`config.mk`:
```
export PLATFORM = sky130hd
export DESIGN_NAME = hpdcache_sram_1rw_arbiter
export DESIGN_NICKNAME = d
export VERILOG_FILES = /design/src/rtl/hpdcache_sram_arb_pkg.sv /design/src/rtl/hpdcache_sram_rr_prio.sv /design/src/rtl/hpdcache_sram_1rw_arbiter.sv
export SDC_FILE = /design/constraint.sdc
export NUM_CORES = 1
export LEC_CHECK = 0
export ABC_CLOCK_PERIOD_IN_PS = 3900
export CAP_MARGIN = 20
export CORE_AREA = 2 2 146 148
export CTS_BUF_LIST = sky130_fd_sc_hd__clkbuf_8 sky130_fd_sc_hd__clkbuf_16
export CTS_CLUSTER_DIAMETER = 120
export DETAILED_ROUTE_END_ITERATION = 10
export DIE_AREA = 0 0 148 150
export PLACE_DENSITY = 0.68
export SYNTH_ARGS = -nofsm -noshare
export SYNTH_HDL_FRONTEND = slang
export SYNTH_HIERARCHICAL = 1
export SYNTH_SLANG_ARGS = --single-unit
```
`constraint.sdc`:
```
create_clock -name clk_i -period 3.9 [get_ports clk_i]
set_input_delay 0.585 -clock clk_i [delete_from_list [all_inputs] [get_ports clk_i]]
set_output_delay 0.585 -clock clk_i [all_outputs]
set_load 0.03 [all_outputs]
```
`src/rtl/hpdcache_sram_arb_pkg.sv`:
```
// Shared types and helpers for the 1RW SRAM arbiter.
// Defines the response FSM states, the request bundle and the id width helper.
package hpdcache_sram_arb_pkg;

  // Default geometry; also the widest request bundle the arbiter carries.
  localparam int unsigned SRAM_ARB_ADDR_SIZE = 6;
  localparam int unsigned SRAM_ARB_DATA_SIZE = 64;
  localparam int unsigned SRAM_ARB_BE_SIZE   = SRAM_ARB_DATA_SIZE / 8;

  typedef enum logic [1:0] {
    RSP_IDLE     = 2'd0,
    RSP_RD_PEND  = 2'd1,
    RSP_RD_PEND2 = 2'd2,
    RSP_HOLD     = 2'd3
  } rsp_fsm_e;

  typedef struct packed {
    logic                          we;
    logic [SRAM_ARB_ADDR_SIZE-1:0] addr;
    logic [SRAM_ARB_DATA_SIZE-1:0] wdata;
    logic [SRAM_ARB_BE_SIZE-1:0]   be;
  } sram_arb_req_t;

  function automatic int unsigned sram_arb_id_width(
    input int unsigned n
  );
    return (n > 1) ? $clog2(n) : 1;
  endfunction

endpackage

```
`src/rtl/hpdcache_sram_rr_prio.sv`:
```
// Round-robin one-hot selector: first set request at or after ptr_i, wrapping.
// Ports: req_i mask, ptr_i start index; gnt_o one-hot, idx_o index, any_o valid.
module hpdcache_sram_rr_prio #(
  parameter int unsigned N = 2,
  parameter int unsigned W = 1
) (
  input  logic [N-1:0] req_i,
  input  logic [W-1:0] ptr_i,
  output logic [N-1:0] gnt_o,
  output logic [W-1:0] idx_o,
  output logic         any_o
);

  // First pass covers [ptr, N-1], second pass wraps to [0, ptr-1].
  always_comb begin
    gnt_o = '0;
    idx_o = '0;
    any_o = 1'b0;
    for (int unsigned i = 0; i < N; i++) begin
      if (!any_o && req_i[i] && (i >= 32'(ptr_i))) begin
        gnt_o[i] = 1'b1;
        idx_o    = W'(i);
        any_o    = 1'b1;
      end
    end
    for (int unsigned i = 0; i < N; i++) begin
      if (!any_o && req_i[i]) begin
        gnt_o[i] = 1'b1;
        idx_o    = W'(i);
        any_o    = 1'b1;
      end
    end
  end

endmodule

```
`src/rtl/hpdcache_sram_1rw_arbiter.sv`:
```
// Round-robin arbiter sharing one 1RW byte-enable SRAM between NREQ requesters.
// Ports: clk_i, rst_i (sync, active-high); req_{valid,we,addr,wdata,be}_i /
//   req_ready_o per requester; rsp_{valid,id,rdata}_o + rsp_ready_i shared read
//   response; sram_{cs,we,addr,wdata,wbyteenable}_o, sram_rdata_i to the macro.
// Build option HPDCACHE_SRAM_ARB_RSP_REG_EN: registered response, latency 2.
module hpdcache_sram_1rw_arbiter
  import hpdcache_sram_arb_pkg::*;
#(
  parameter  int unsigned NREQ      = 2,
  parameter  int unsigned ADDR_SIZE = SRAM_ARB_ADDR_SIZE,
  parameter  int unsigned DATA_SIZE = SRAM_ARB_DATA_SIZE,
  localparam int unsigned IDW       = sram_arb_id_width(NREQ),
  localparam int unsigned BEW       = DATA_SIZE / 8
) (
  input  logic                      clk_i,
  input  logic                      rst_i,
  input  logic [NREQ-1:0]           req_valid_i,
  output logic [NREQ-1:0]           req_ready_o,
  input  logic [NREQ-1:0]           req_we_i,
  input  logic [NREQ*ADDR_SIZE-1:0] req_addr_i,
  input  logic [NREQ*DATA_SIZE-1:0] req_wdata_i,
  input  logic [NREQ*BEW-1:0]       req_be_i,
  output logic                      rsp_valid_o,
  input  logic                      rsp_ready_i,
  output logic [IDW-1:0]            rsp_id_o,
  output logic [DATA_SIZE-1:0]      rsp_rdata_o,
  output logic                      sram_cs_o,
  output logic                      sram_we_o,
  output logic [ADDR_SIZE-1:0]      sram_addr_o,
  output logic [DATA_SIZE-1:0]      sram_wdata_o,
  output logic [BEW-1:0]            sram_wbyteenable_o,
  input  logic [DATA_SIZE-1:0]      sram_rdata_i
);

  rsp_fsm_e             state_q;
  logic                 rsp_valid_q;
  logic [IDW-1:0]       id_q;
  logic [DATA_SIZE-1:0] rdata_q;
  logic [IDW-1:0]       ptr_q;
  logic [IDW-1:0]       ptr_d;

  logic                 rd_block;
  logic [NREQ-1:0]      elig;
  logic [NREQ-1:0]      gnt;
  logic [IDW-1:0]       gnt_idx;
  logic                 gnt_any;
  logic                 issue;
  logic                 rd_acc;
  sram_arb_req_t        sel;

  // A read may only issue when its data has a guaranteed path out;
  // otherwise readers are skipped and writers still use the SRAM.
`ifdef HPDCACHE_SRAM_ARB_RSP_REG_EN
  assign rd_block = (state_q == RSP_RD_PEND)
                 || (state_q == RSP_HOLD)
                 || ((state_q == RSP_RD_PEND2) && !rsp_ready_i);
`else
  assign rd_block = (state_q == RSP_HOLD)
                 || ((state_q == RSP_RD_PEND) && !rsp_ready_i);
`endif

  assign elig = req_valid_i & (req_we_i | {NREQ{~rd_block}});

  hpdcache_sram_rr_prio #(
    .N (NREQ),
    .W (IDW)
  ) u_rr (
    .req_i (elig),
    .ptr_i (ptr_q),
    .gnt_o (gnt),
    .idx_o (gnt_idx),
    .any_o (gnt_any)
  );

  assign issue       = gnt_any & ~rst_i;
  assign req_ready_o = issue ? gnt : '0;

  always_comb begin
    sel = '0;
    for (int unsigned i = 0; i < NREQ; i++) begin
      if (gnt[i]) begin
        sel.we    = req_we_i[i];
        sel.addr  = SRAM_ARB_ADDR_SIZE'(
                      req_addr_i[i*ADDR_SIZE +: ADDR_SIZE]);
        sel.wdata = SRAM_ARB_DATA_SIZE'(
                      req_wdata_i[i*DATA_SIZE +: DATA_SIZE]);
        sel.be    = SRAM_ARB_BE_SIZE'(req_be_i[i*BEW +: BEW]);
      end
    end
  end

  assign sram_cs_o          = issue;
  assign sram_we_o          = sel.we;
  assign sram_addr_o        = ADDR_SIZE'(sel.addr);
  assign sram_wdata_o       = DATA_SIZE'(sel.wdata);
  assign sram_wbyteenable_o = BEW'(sel.be);

  assign rd_acc = issue & ~sel.we;

  always_comb begin
    ptr_d = ptr_q;
    if (issue) begin
      ptr_d = (gnt_idx == IDW'(NREQ - 1)) ? '0 : gnt_idx + 1'b1;
    end
  end

  always_ff @(posedge clk_i) begin
    if (rst_i) begin
      state_q     <= RSP_IDLE;
      rsp_valid_q <= 1'b0;
      id_q        <= '0;
      rdata_q     <= '0;
      ptr_q       <= '0;
    end else begin
      ptr_q <= ptr_d;
      unique case (state_q)
        RSP_IDLE: begin
          if (rd_acc) begin
            state_q <= RSP_RD_PEND;
            id_q    <= gnt_idx;
`ifndef HPDCACHE_SRAM_ARB_RSP_REG_EN
            rsp_valid_q <= 1'b1;
`endif
          end
        end
`ifdef HPDCACHE_SRAM_ARB_RSP_REG_EN
        RSP_RD_PEND: begin
          rdata_q     <= sram_rdata_i;
          rsp_valid_q <= 1'b1;
          state_q     <= RSP_RD_PEND2;
        end
        RSP_RD_PEND2: begin
          if (rsp_ready_i) begin
            rsp_valid_q <= 1'b0;
            if (rd_acc) begin
              state_q <= RSP_RD_PEND;
              id_q    <= gnt_idx;
            end else begin
              state_q <= RSP_IDLE;
            end
          end else begin
            state_q <= RSP_HOLD;
          end
        end
`else
        RSP_RD_PEND: begin
          if (rsp_ready_i) begin
            if (rd_acc) begin
              id_q <= gnt_idx;
            end else begin
              state_q     <= RSP_IDLE;
              rsp_valid_q <= 1'b0;
            end
          end else begin
            // SRAM output is only valid this cycle; keep a copy.
            rdata_q <= sram_rdata_i;
            state_q <= RSP_HOLD;
          end
        end
`endif
        RSP_HOLD: begin
          if (rsp_ready_i) begin
            state_q     <= RSP_IDLE;
            rsp_valid_q <= 1'b0;
          end
        end
        default: begin
          state_q     <= RSP_IDLE;
          rsp_valid_q <= 1'b0;
        end
      endcase
    end
  end

  assign rsp_valid_o = rsp_valid_q;
  assign rsp_id_o    = id_q;

`ifdef HPDCACHE_SRAM_ARB_RSP_REG_EN
  assign rsp_rdata_o = rdata_q;
`else
  assign rsp_rdata_o = (state_q == RSP_RD_PEND) ? sram_rdata_i : rdata_q;
`endif

endmodule
```
==> metrics.md, run 1 <==
| Metric | Value |
|---|---|
| Outcome | `completed` |
| CTS clock-pin slew for the worst setup and hold paths | `60 ps` |
| Footprint of the flip-flops and latches | `1380 µm²` |
| Main combinational cell family by area after synthesis | `compound AO/OA/AOI/OAI gates` |
| Arrival time of data at the critical path endpoint | `2930 ps` |
| Utilization of the core after routing | `0.435` |
| Setup repair bufs after CTS | `0` |
| Standard-cell rows | `53` |
| Routed WL | `22.3 mm` |
| Cells along the critical path | `clkdlybuf4s50_1 -> inv_1 -> o21ai_0 -> o21a_1 -> or2_1 -> nand2b_1 -> inv_1 -> clkdlybuf4s50_1` |
| Count of flip-flops with a built-in enable after synthesis | `0` |
| Largest net degree at the start of global routing | `70` |
| Slew HR | `0.351` |
| Total buffers and inverters traversed by the critical path | `4` |
| Setup crit end kind | `output port` |
| Routed wirelength normalized by instance count | `20.1 µm` |
| Most used flip-flop cell after synthesis | `dfxtp_1` |
| Floorplan die height | `150 µm` |
| Instance count along the most critical hold path | `2` |
| Dominant delay contributor by cell family on the critical path | `buffers and inverters` |
| Startpoint Class | `input pin` |
| Via count of the first global-routing pass | `4994` |
| IO buf count | `374` |
| Number of nets with antenna violations after detailed routing | `0` |
| Source of the worst hold timing path | `rdata_q[27]` |
| Register-to-Register Setup Slack | `1450 ps` |
| Ratio of total power to cell area | `349 nW/µm²` |
| Ratio of cells with drive above 1 in the final layout | `0.352` |
| Routability Congestion | `0.826` |
| Clock sink count | `69` |
| P_int | `2.00 mW` |
| Clock tree root buffer cell | `clkbuf_16` |
| Yosys warns | `6` |
| Startpoint-to-endpoint class of the critical path | `in -> out` |
| Part of the Yosys area used for sequential elements | `0.304` |
| Antenna violations before repair | `1` |
| Synthesized Nets | `712` |
| Area growth, synth to finish | `98.3%` |
| Placed Instances | `1096` |
| Number of fill cells in the layout | `1994` |
| Critical-path cell with the highest stage delay | `clkdlybuf4s50_1` |
| Final min period | `3520 ps` |
| IO Pins | `375` |
| Total count of hold-check failures in the final report | `0` |
| Most common library cell in the layout ignoring fill and taps | `clkdlybuf4s50_1` |
| Number of instances in the synthesized netlist | `485` |
| Proportion of register bits with asynchronous set or reset after synthesis | `0` |
| Number of buffers added to fix hold violations after cts | `0` |
| Initial core utilization | `0.219` |
| Crit-path max cell delay | `800 ps` |
| Share of synthesized cell area in full adder, half adder and majority cells | `0` |
| Reg2Reg Depth | `5` |
| Total power consumption of the routed design | `3.14 mW` |
| Via density per instance | `4.53` |
| FF-to-FF Start | `state_q[1]` |
| Most frequent cells in the layout | `292 x clkdlybuf4s50_1, 78 x a22o_1, 71 x nand2_1` |
| Final instance count without filler cells | `1113` |
| Combinational share of power | `0.492` |
| Maximum capacitance violations | `0` |
| Die width | `148 µm` |
| Count of distinct cell types in the synthesized netlist | `31` |
| Initial DRT Pass Iterations | `5` |
| Required time of the worst setup path | `3310 ps` |
| Class of the tightest hold or removal check | `reg -> reg` |
| Average size of a mapped cell | `9.36 µm²` |
| Slew at the pin closest to its max-slew limit | `973 ps` |
| Clock insertion delay at the later pin of the skew report | `340 ps` |
| Number of synthesized register bits | `69` |
| IR drop worst, VDD | `207 µV` |
| Total leakage power | `3.39 nW` |
| Total global-route track usage | `0.188` |
| Fraction of synthesized cell area in xor and xnor cells | `0` |
| Max Slew Vio Count | `0` |
| Proportion of power drawn by the clock network | `0.261` |
| Final period util | `0.901` |
| Setup clock skew after layout | `4.58 ps` |
| Area of the mapped netlist | `4540 µm²` |
| Hold-critical path endpoint | `rdata_q[27]` |
| Final number of setup-violating endpoints | `0` |
| Worst r2r dst | `rdata_q[28]` |
| Setup TNS | `0 ps` |
| Number of H-tree levels | `3` |
| CTS-repair resized insts | `0` |
| Share of synthesized cell area in and, or, nand and nor gates | `0.163` |
| NumNets Final | `1059` |
| Unrepaired setup endpoints after global routing | `no` |
| Critical-path maximum fanout | `4` |
| Flop pwr share | `0.246` |
| Sw Share | `0.362` |
| Deepest clock path buffer count | `2` |
| Starting DRC count in detailed routing | `197` |
| Die Area | `22200 µm²` |
| Grt ovf | `0` |
| Multi-input gate area in the final layout | `2820 µm²` |
| Remaining design rule violation count | `0` |
| Complex-gate fraction of the synthesized area | `0.294` |
| Mux contribution to synthesized area | `0.159` |
| Achievable Freq | `284 MHz` |
| Psw | `1.14 mW` |
| Placed wire-length estimate after detailed placement | `17.2 mm` |
| Wire length of the first global-routing pass | `31.1 mm` |
| Clock tree from TritonCTS | `yes` |
| Core area | `20700 µm²` |
| Number of buffers added by the clock tree synthesis step | `9` |
| Total number of vias | `5045` |
-- power groups by stage --
stage | Combinational (mW) | Clock, mW | Sequential, mW
after global placement | 1.55 | 0 | 0.786
after detailed placement | 1.55 | 0 | 0.787
final | 1.55 | 0.820 | 0.772
after global routing | 1.61 | 0.880 | 0.776
after CTS | 1.56 | 0.854 | 0.772
after floorplan | 0.794 | 0 | 0.785
-- layout make-up --
type | instances | share of cell area
clock inverter | 7 | 0.00751
multi-input combinational | 367 | 0.313
inverter | 3 | 0.00125
sequential | 69 | 0.153
antenna | 1 | 0.000278
tap | 275 | 0.0382
clock buffer | 9 | 0.0250
timing repair buffer | 382 | 0.461
-- layer usage --
layer | track usage | vias to the layer above | wire length, µm
li1 | - | 2433 | -
met1 | 0.224 | 2379 | 8810
met2 | 0.319 | 210 | 11000
met3 | 0.0585 | 23 | 1930
met4 | 0.0695 | 0 | 557
met5 | 0 | - | 0
-- how the worst max path moves through the flow --
stage	from	end	slack (ps)	cells after the start
3_3_place_gp	rsp_ready_i	sram_cs_o	410	8
4_1_cts	rsp_ready_i	sram_cs_o	370	8
2_1_floorplan	rsp_ready_i	sram_wdata_o[44]	1160	7
3_5_place_dp	rsp_ready_i	sram_cs_o	390	8
6_report	rsp_ready_i	sram_cs_o	380	8
5_1_grt	rsp_ready_i	sram_cs_o	190	8
-- worst reg2reg max path, stage by stage, from the launching register on --
cell and delay (ps):
dfxtp_1 400, nand2b_4 750, nand2b_4 650, buf_12 340, nand2_1 100, a21oi_1 140
-- stage by stage --
step                      setup slack [ps]  cell area, µm²  hold slack [ps]
after floorplan                       1160            4540              433
after global placement                 409            8710              438
after detailed placement               388            8710              447
after CTS                              370            9000              455
after global routing                   190            9000              470
final                                  385            9000              453
-- sequential cells by signal, indices dropped and copies added (netlist names) --
| register | cells |
|---|---|
| rsp_id_o | 1 |
| ptr_q | 1 |
| rdata_q | 64 |
| state_q | 2 |
| rsp_valid_o | 1 |
-- synthesized netlist by cell type (4+ instances only) --
cell type,number,area share
dfxtp_1,69,0.30
a22o_1,78,0.15
mux2_2,64,0.16
nor2_1,4,0.0033
nand2_2,60,0.083
buf_2,15,0.017
buf_1,4,0.0033
clkbuf_1,13,0.011
buf_12,6,0.026
a21oi_2,60,0.12
buf_6,6,0.015
a21oi_1,6,0.0066
nand2_1,71,0.059
-- cell families after synthesis --
group                  count (synthesis)
AO/OA/AOI/OAI                        157
AND/OR/NAND/NOR                      146
flip-flops                            69
multiplexers                          64
buffers and inverters                 49
No activity file was read; power rests on OpenSTA's default activity.
==> inputs of run 2 (changes only) <==
- CTS_CLUSTER_DIAMETER: 120 -> not set
==> results of run 2 <==
Final layout, timing and power as in run 1 (identical DEF).
